### src/rtl/cba_pkg.sv
// Shared defaults, parameter checks and the operation encoding used by
// the pipelined carry-bypass adder.
package cba_pkg;

  localparam int CBA_DEF_WIDTH = 32;
  localparam int CBA_DEF_BLOCK = 4;
  localparam int CBA_DEF_BPS   = 2;

  typedef enum logic {
    CBA_OP_ADD = 1'b0,
    CBA_OP_SUB = 1'b1
  } cba_op_e;

  // Number of register stages needed to resolve every skip block.
  function automatic int cba_num_stages(input int width, input int block, input int bps);
    return ((width / block) + bps - 1) / bps;
  endfunction

  function automatic bit cba_params_ok(input int width, input int block, input int bps);
    return (block >= 1) && (bps >= 1) && (width >= block) && ((width % block) == 0);
  endfunction

  localparam bit CBA_DEF_PARAMS_OK = cba_params_ok(CBA_DEF_WIDTH, CBA_DEF_BLOCK, CBA_DEF_BPS);
  localparam int CBA_DEF_STAGES    = cba_num_stages(CBA_DEF_WIDTH, CBA_DEF_BLOCK, CBA_DEF_BPS);

endpackage

### src/rtl/cba_pipe_adder_if.sv
// Streaming operand/result bus of the carry-bypass adder.
// The master drives operands and result backpressure; the slave is the adder.
interface cba_pipe_adder_if
  import cba_pkg::*;
#(
  parameter int WIDTH      = CBA_DEF_WIDTH,
  parameter int NUM_BLOCKS = CBA_DEF_WIDTH / CBA_DEF_BLOCK
);

  logic                  in_valid;
  logic                  in_ready;
  logic [WIDTH-1:0]      in_a;
  logic [WIDTH-1:0]      in_b;
  logic                  in_cin;
  logic                  in_sub;

  logic                  out_valid;
  logic                  out_ready;
  logic [WIDTH-1:0]      out_sum;
  logic                  out_cout;
  logic                  out_ovf;
  logic [NUM_BLOCKS-1:0] out_skip_mask;

  modport master (
    output in_valid, in_a, in_b, in_cin, in_sub, out_ready,
    input  in_ready, out_valid, out_sum, out_cout, out_ovf, out_skip_mask
  );

  modport slave (
    input  in_valid, in_a, in_b, in_cin, in_sub, out_ready,
    output in_ready, out_valid, out_sum, out_cout, out_ovf, out_skip_mask
  );

endinterface

### src/rtl/cba_skip_block.sv
// One BLOCK-bit carry-skip block: internal ripple chain plus a bypass mux
// that forwards cin straight to cout when every bit propagates.
module cba_skip_block
  import cba_pkg::*;
#(
  parameter int BLOCK = CBA_DEF_BLOCK
) (
  input  logic [BLOCK-1:0] a,
  input  logic [BLOCK-1:0] b,
  input  logic             cin,
  output logic [BLOCK-1:0] sum,
  output logic             cout,
  output logic             skip
);

  logic [BLOCK-1:0] p;
  logic [BLOCK-1:0] g;
  logic [BLOCK:0]   c;
  logic             rc;

  always_comb begin
    p    = a ^ b;
    g    = a & b;
    c    = '0;
    c[0] = cin;
    for (int i = 0; i < BLOCK; i++) begin
      c[i+1] = g[i] | (p[i] & c[i]);
    end
    rc   = c[BLOCK];
    sum  = p ^ c[BLOCK-1:0];
    skip = &p;
    // When all bits propagate the ripple result equals cin; the mux shortens the critical path.
    cout = skip ? cin : rc;
  end

endmodule

### src/rtl/cba_pipe_adder.sv
// Pipelined carry-bypass adder/subtractor with a valid/ready stream on both sides.
// Each register stage resolves BLOCKS_PER_STAGE skip blocks; a single global stall freezes the pipe.
module cba_pipe_adder
  import cba_pkg::*;
#(
  parameter int WIDTH            = CBA_DEF_WIDTH,
  parameter int BLOCK            = CBA_DEF_BLOCK,
  parameter int BLOCKS_PER_STAGE = CBA_DEF_BPS
) (
  input  logic            clk,
  input  logic            rst_n,
  cba_pipe_adder_if.slave bus
);

  localparam int NUM_BLOCKS = WIDTH / BLOCK;
  localparam int STAGES     = cba_num_stages(WIDTH, BLOCK, BLOCKS_PER_STAGE);

  if (!cba_params_ok(WIDTH, BLOCK, BLOCKS_PER_STAGE)) begin : g_bad_params
    $error("cba_pipe_adder: WIDTH must be a multiple of BLOCK and BLOCKS_PER_STAGE must be >= 1");
  end

  typedef struct packed {
    logic                  valid;
    logic [WIDTH-1:0]      a;
    logic [WIDTH-1:0]      b_eff;
    logic [WIDTH-1:0]      sum;
    logic                  carry;
    logic [NUM_BLOCKS-1:0] skip;
  } stage_t;

  stage_t src     [STAGES];
  stage_t stage_d [STAGES];
  stage_t stage_q [STAGES];

  logic [WIDTH-1:0]      blk_sum;
  logic [NUM_BLOCKS-1:0] blk_cout;
  logic [NUM_BLOCKS-1:0] blk_skip;

  logic    stall;
  logic    advance;
  cba_op_e op;

  assign op      = cba_op_e'(bus.in_sub);
  assign stall   = stage_q[STAGES-1].valid & ~bus.out_ready;
  assign advance = ~stall;

  // Stage 0 works on freshly prepared operands; later stages work on the previous register.
  always_comb begin
    for (int s = 0; s < STAGES; s++) begin
      src[s] = '0;
    end
    src[0].valid = bus.in_valid;
    src[0].a     = bus.in_a;
    src[0].b_eff = (op == CBA_OP_SUB) ? ~bus.in_b : bus.in_b;
    src[0].carry = bus.in_cin ^ (op == CBA_OP_SUB);
    for (int s = 1; s < STAGES; s++) begin
      src[s] = stage_q[s-1];
    end
  end

  for (genvar k = 0; k < NUM_BLOCKS; k++) begin : g_blk
    localparam int S = k / BLOCKS_PER_STAGE;

    logic             blk_cin;
    logic             cout;
    logic             skip;
    logic [BLOCK-1:0] sum;

    if ((k % BLOCKS_PER_STAGE) == 0) begin : g_stage_head
      assign blk_cin = src[S].carry;
    end else begin : g_chain
      assign blk_cin = g_blk[k-1].cout;
    end

    cba_skip_block #(
      .BLOCK (BLOCK)
    ) u_skip_block (
      .a    (src[S].a[k*BLOCK +: BLOCK]),
      .b    (src[S].b_eff[k*BLOCK +: BLOCK]),
      .cin  (blk_cin),
      .sum  (sum),
      .cout (cout),
      .skip (skip)
    );

    assign blk_sum[k*BLOCK +: BLOCK] = sum;
    assign blk_cout[k]               = cout;
    assign blk_skip[k]               = skip;
  end

  // Merge each stage's resolved blocks into its payload; the highest block of a stage sets the carry.
  always_comb begin
    for (int s = 0; s < STAGES; s++) begin
      stage_d[s] = src[s];
      for (int k = 0; k < NUM_BLOCKS; k++) begin
        if ((k / BLOCKS_PER_STAGE) == s) begin
          stage_d[s].sum[k*BLOCK +: BLOCK] = blk_sum[k*BLOCK +: BLOCK];
          stage_d[s].skip[k]               = blk_skip[k];
          stage_d[s].carry                 = blk_cout[k];
        end
      end
    end
  end

  // Every stage holds together on a stall so bubbles keep their positions.
  always_ff @(posedge clk or negedge rst_n) begin
    if (!rst_n) begin
      for (int s = 0; s < STAGES; s++) begin
        stage_q[s] <= '0;
      end
    end else if (advance) begin
      for (int s = 0; s < STAGES; s++) begin
        stage_q[s] <= stage_d[s];
      end
    end
  end

  assign bus.in_ready      = ~stall;
  assign bus.out_valid     = stage_q[STAGES-1].valid;
  assign bus.out_sum       = stage_q[STAGES-1].sum;
  assign bus.out_cout      = stage_q[STAGES-1].carry;
  assign bus.out_skip_mask = stage_q[STAGES-1].skip;
  assign bus.out_ovf       = (stage_q[STAGES-1].a[WIDTH-1] == stage_q[STAGES-1].b_eff[WIDTH-1]) &
                             (stage_q[STAGES-1].sum[WIDTH-1] != stage_q[STAGES-1].a[WIDTH-1]);

endmodule
### src/flat_wrapper.sv
// flat-port wrapper written by rule: the top's interface ports become plain ports
module cba_pipe_adder_flat import cba_pkg::*;
#(
  parameter int WIDTH            = CBA_DEF_WIDTH,
  parameter int BLOCK            = CBA_DEF_BLOCK,
  parameter int BLOCKS_PER_STAGE = CBA_DEF_BPS
)
  (clk, rst_n, bus_in_valid, bus_in_a, bus_in_b, bus_in_cin, bus_in_sub, bus_out_ready, bus_in_ready, bus_out_valid, bus_out_sum, bus_out_cout, bus_out_ovf, bus_out_skip_mask);
  cba_pipe_adder_if #(.WIDTH(WIDTH)) bus_i ();
  input  logic clk;
  input  logic rst_n;
  input wire logic [$bits(bus_i.in_valid)-1:0] bus_in_valid;
  input wire logic [$bits(bus_i.in_a)-1:0] bus_in_a;
  input wire logic [$bits(bus_i.in_b)-1:0] bus_in_b;
  input wire logic [$bits(bus_i.in_cin)-1:0] bus_in_cin;
  input wire logic [$bits(bus_i.in_sub)-1:0] bus_in_sub;
  input wire logic [$bits(bus_i.out_ready)-1:0] bus_out_ready;
  output wire logic [$bits(bus_i.in_ready)-1:0] bus_in_ready;
  output wire logic [$bits(bus_i.out_valid)-1:0] bus_out_valid;
  output wire logic [$bits(bus_i.out_sum)-1:0] bus_out_sum;
  output wire logic [$bits(bus_i.out_cout)-1:0] bus_out_cout;
  output wire logic [$bits(bus_i.out_ovf)-1:0] bus_out_ovf;
  output wire logic [$bits(bus_i.out_skip_mask)-1:0] bus_out_skip_mask;
  assign bus_i.in_valid = bus_in_valid;
  assign bus_i.in_a = bus_in_a;
  assign bus_i.in_b = bus_in_b;
  assign bus_i.in_cin = bus_in_cin;
  assign bus_i.in_sub = bus_in_sub;
  assign bus_i.out_ready = bus_out_ready;
  assign bus_in_ready = bus_i.in_ready;
  assign bus_out_valid = bus_i.out_valid;
  assign bus_out_sum = bus_i.out_sum;
  assign bus_out_cout = bus_i.out_cout;
  assign bus_out_ovf = bus_i.out_ovf;
  assign bus_out_skip_mask = bus_i.out_skip_mask;
  cba_pipe_adder #(.WIDTH(WIDTH), .BLOCK(BLOCK), .BLOCKS_PER_STAGE(BLOCKS_PER_STAGE)) u_core (.clk(clk), .rst_n(rst_n), .bus(bus_i));
endmodule
### config.mk
export PLATFORM = sky130hd
export DESIGN_NAME = cba_pipe_adder_flat
export DESIGN_NICKNAME = d
export VERILOG_FILES = /design/src/rtl/cba_pkg.sv /design/src/rtl/cba_pipe_adder_if.sv /design/src/rtl/cba_skip_block.sv /design/src/rtl/cba_pipe_adder.sv /design/src/flat_wrapper.sv
export SDC_FILE = /design/constraint.sdc
export NUM_CORES = 1
export LEC_CHECK = 0
export CORE_UTILIZATION = 48
export CTS_BUF_LIST = sky130_fd_sc_hd__clkbuf_4
export DETAILED_ROUTE_END_ITERATION = 10
export HOLD_SLACK_MARGIN = 0.15
export PLACE_DENSITY = 0.68
export SLEW_MARGIN = 20
export SYNTH_ARGS = -nofsm -noshare
export SYNTH_HDL_FRONTEND = slang
export SYNTH_HIERARCHICAL = 1
export SYNTH_SLANG_ARGS = --single-unit
### constraint.sdc
create_clock -name clk -period 8.9 [get_ports clk]
set_input_delay 0.89 -clock clk [delete_from_list [all_inputs] [get_ports clk]]
set_output_delay 0.89 -clock clk [all_outputs]
set_load 0.01 [all_outputs]
==> run_results.csv <==
group,metric,value,unit
yosys,ys_seq_area_share,51.61,%
clock_network,clock-sinks,206,
power,power.total,3941,uW
route,drt_wl_total,16740,um
sta,timing.hold.ws,0.3577,ns
setup_path,slowest_delay,0.48,ns
flow_run,max-cap-violations,0,
global_routing,antenna_found_initial,1,
route,drc_errors,0,
sta,rsz0062_at_grt,"false",
power,p_leak,0.005444,uW
route,wl_per_cell,15.37,um
global_routing,track_usage,16.74,%
route,viasPerCell,4.770,
floorplan,die_w,146.3,um
setup_path,arrival,4.81,ns
yosys,syn_nets,802,
clock_network,cts_tree,"built",
clock_network,clk_latency,0.63,ns
setup_path,rrSetupSlack,5.23,ns
global_routing,overflow,0,
clock_network,htree_num_levels,2,
setup_path,crit_top_cell,"fa_1",
layout,drive_gt1_share,38.26,%
layout,final_util,57.56,%
power,ir_worst_vdd,0.0001801,V
floorplan,fp-row-count,52,
sta,tns,0,ns
setup_path,start_kind,"primary input",
setup_path,critical_path_class,"in -> reg",
setup_path,crit_chain,"buf_2, buf_4, xor2_1, inv_1, fa_1, inv_1, fa_1, fa_1, inv_1, fa_1, mux2i_1, inv_1, fa_1, inv_1, fa_1, fa_1, inv_1, fa_1, inv_1, mux2_2",
placement,pre_cts_slack,3.944,ns
sta,fmax,232.1,MHz
global_routing,grt_pass1_wl,28780,um
setup_path,cp.required,9.40,ns
sta,final_hold_viol_count,0,
yosys,ys_types,17,
clock_network,clockBufferDepth,3,
floorplan,fp.dieH,146.3,um
yosys,ys_seq_elements,206,
clock_network,ctsHoldBuffers,0,
global_routing,grt_max_degree,133,
floorplan,fp.coreArea,0.02030,mm^2
setup_path,cp_top_family,"adder cells",
layout,layout.nets,911,
floorplan,boundaryPins,114,
yosys,synth_area,0.009988,mm^2
sta,fin_ws,4.591,ns
placement,io_buffer_count,113,
clock_network,post_cts_resized,0,
floorplan,initial_utilization,49.20,%
sta,drv_slew,0,
route,drt-pass1-iter-count,4,
sta,fin_skew,0.03938,ns
placement,dp_hpwl,10740,um
route,ant_nets,0,
run_status,status,"finished clean",
yosys,avgSynthCellArea,14.95,um^2
sta,slew_headroom,32.92,%
clock_network,cts-root-buf,"clkbuf_4",
setup_path,critPathCaptureType,"flip-flop",
clock_network,path_clk_slew,0.06,ns
layout,final_common_cell,"dfrtp_1",
hold_path,worstHoldPathType,"in -> async",
route,drtIter0Drc,245,
layout,area_delta_synth_final,16.99,%
placement,gp_congestion,0.7871,
setup_path,slowest_stage,"buf_4",
sta,max_slew.worst_pin.slew,1.006,ns
sta,period_share,48.42,%
global_routing,grt_pass1_vias,5829,
power,powerDensity,337.3,mW/mm^2
setup_path,path_buf_inv,9,
floorplan,dieArea,0.02139,mm^2
yosys,netlist_instances,668,
sta,period_minus_slack,4.309,ns
setup_path,crit_fanout,33,
sta,setup_viol,0,
clock_network,post_cts_buffers,0,
clock_network,cts_made_buffers,56,
layout,final_cell_mix,"dfrtp_1 (206), mux2_2 (155), clkdlybuf4s50_1 (111), clkbuf_4 (89), inv_1 (72)",
route,vias,5195,
yosys,yosys_warnings,6,
==> power breakdown <==
group | internal, uW | switching (uW) | total (uW) | leakage (uW)
clock | 449 | 367 | 815 | 0.000433
sequential | 1350 | 258 | 1610 | 0.00244
combinational | 928 | 592 | 1520 | 0.00257
==> cells by family (layout without fill, tap and decap cells) <==
group / after synthesis / after routing / share of synthesized area [%]
AND/OR/NAND/NOR: 12 / 12 / 1.203
AO/OA/AOI/OAI: 1 / 1 / 0.06267
multiplexers: 213 / 213 / 25.79
other: 0 / 1 / 0
XOR/XNOR: 33 / 33 / 2.894
adder cells (fa/ha/maj): 64 / 64 / 10.42
flip-flops: 206 / 206 / 51.61
buffers and inverters: 139 / 289 / 8.017
==> cell type report <==
class,count,area [um^2]
diodes,1,2.502
repair buffers,117,1174
clock buffers,89,668.1
clock inverters,10,38.79
fillers,1642,8615
inverters,73,276.5
well taps,270,337.8
flip-flops and latches,206,5155
multi-input cells,323,4033
==> cell usage after synthesis <==
library cell,n,area (um^2)
inv_4,1,6.260
nor2b_4,1,13.76
fa_1,32,640.6
mux2i_1,8,80.08
buf_6,15,168.9
buf_4,40,300.3
mux2_2,155,1745
inv_1,72,270.3
buf_2,11,55.05
mux2_4,50,750.7
nand2b_1,2,12.51
nand2_1,1,3.750
o22ai_1,1,6.260
dfrtp_1,206,5155
and4_4,8,90.09
ha_1,32,400.4
xor2_1,33,289.0
==> path summary, 6_finish.rpt <==
path                            cells past startpoint                         from                                  to
worst max register to register                     17   u_core/src[97]$_DFFE_PN0N_  u_core/bus.out_sum[31]$_DFFE_PN0N_
min in group clk                                    1  u_core/src[105]$_DFFE_PN0N_    u_core/bus.out_valid$_DFFE_PN0N_
worst min-delay path                                1                        rst_n  u_core/bus.out_sum[26]$_DFFE_PN0N_
worst max-delay path                               20                   bus_in_sub         u_core/src[228]$_DFFE_PN0N_
max in group asynchronous                           2                        rst_n         u_core/src[299]$_DFFE_PN0N_
worst min register to register                      1  u_core/src[105]$_DFFE_PN0N_    u_core/bus.out_valid$_DFFE_PN0N_
==> metal layers <==
metal | part of all wire (%) | wire [um] | vias up | GRT usage (%)
li1 | - | - | 2396 | -
met1 | 44 | 7316 | 2663 | 21.12
met2 | 51 | 8476 | 111 | 27.83
met3 | 4.0 | 668 | 25 | 3.813
met4 | 1.6 | 274 | 0 | 6.979
met5 | 0 | 0 | - | 0
==> sequential cells by signal (all words and copies together) (netlist names) <==
signal                    cells
u_core/bus.out_valid          1
u_core/stage_q                2
u_core/src                  159
u_core/bus.out_cout           1
u_core/g_blk.blk_cin          3
u_core/bus.out_sum           32
u_core/bus.out_skip_mask      8
==> stage by stage <==
stage / cell area (um^2) / std cells
floorplan: 9988 / 668
global placement: 10970 / 989
detailed placement: 10970 / 989
CTS: 11680 / 1088
global route: 11690 / 1089
finish: 11690 / 1089
(Power assumes the default switching activity.)
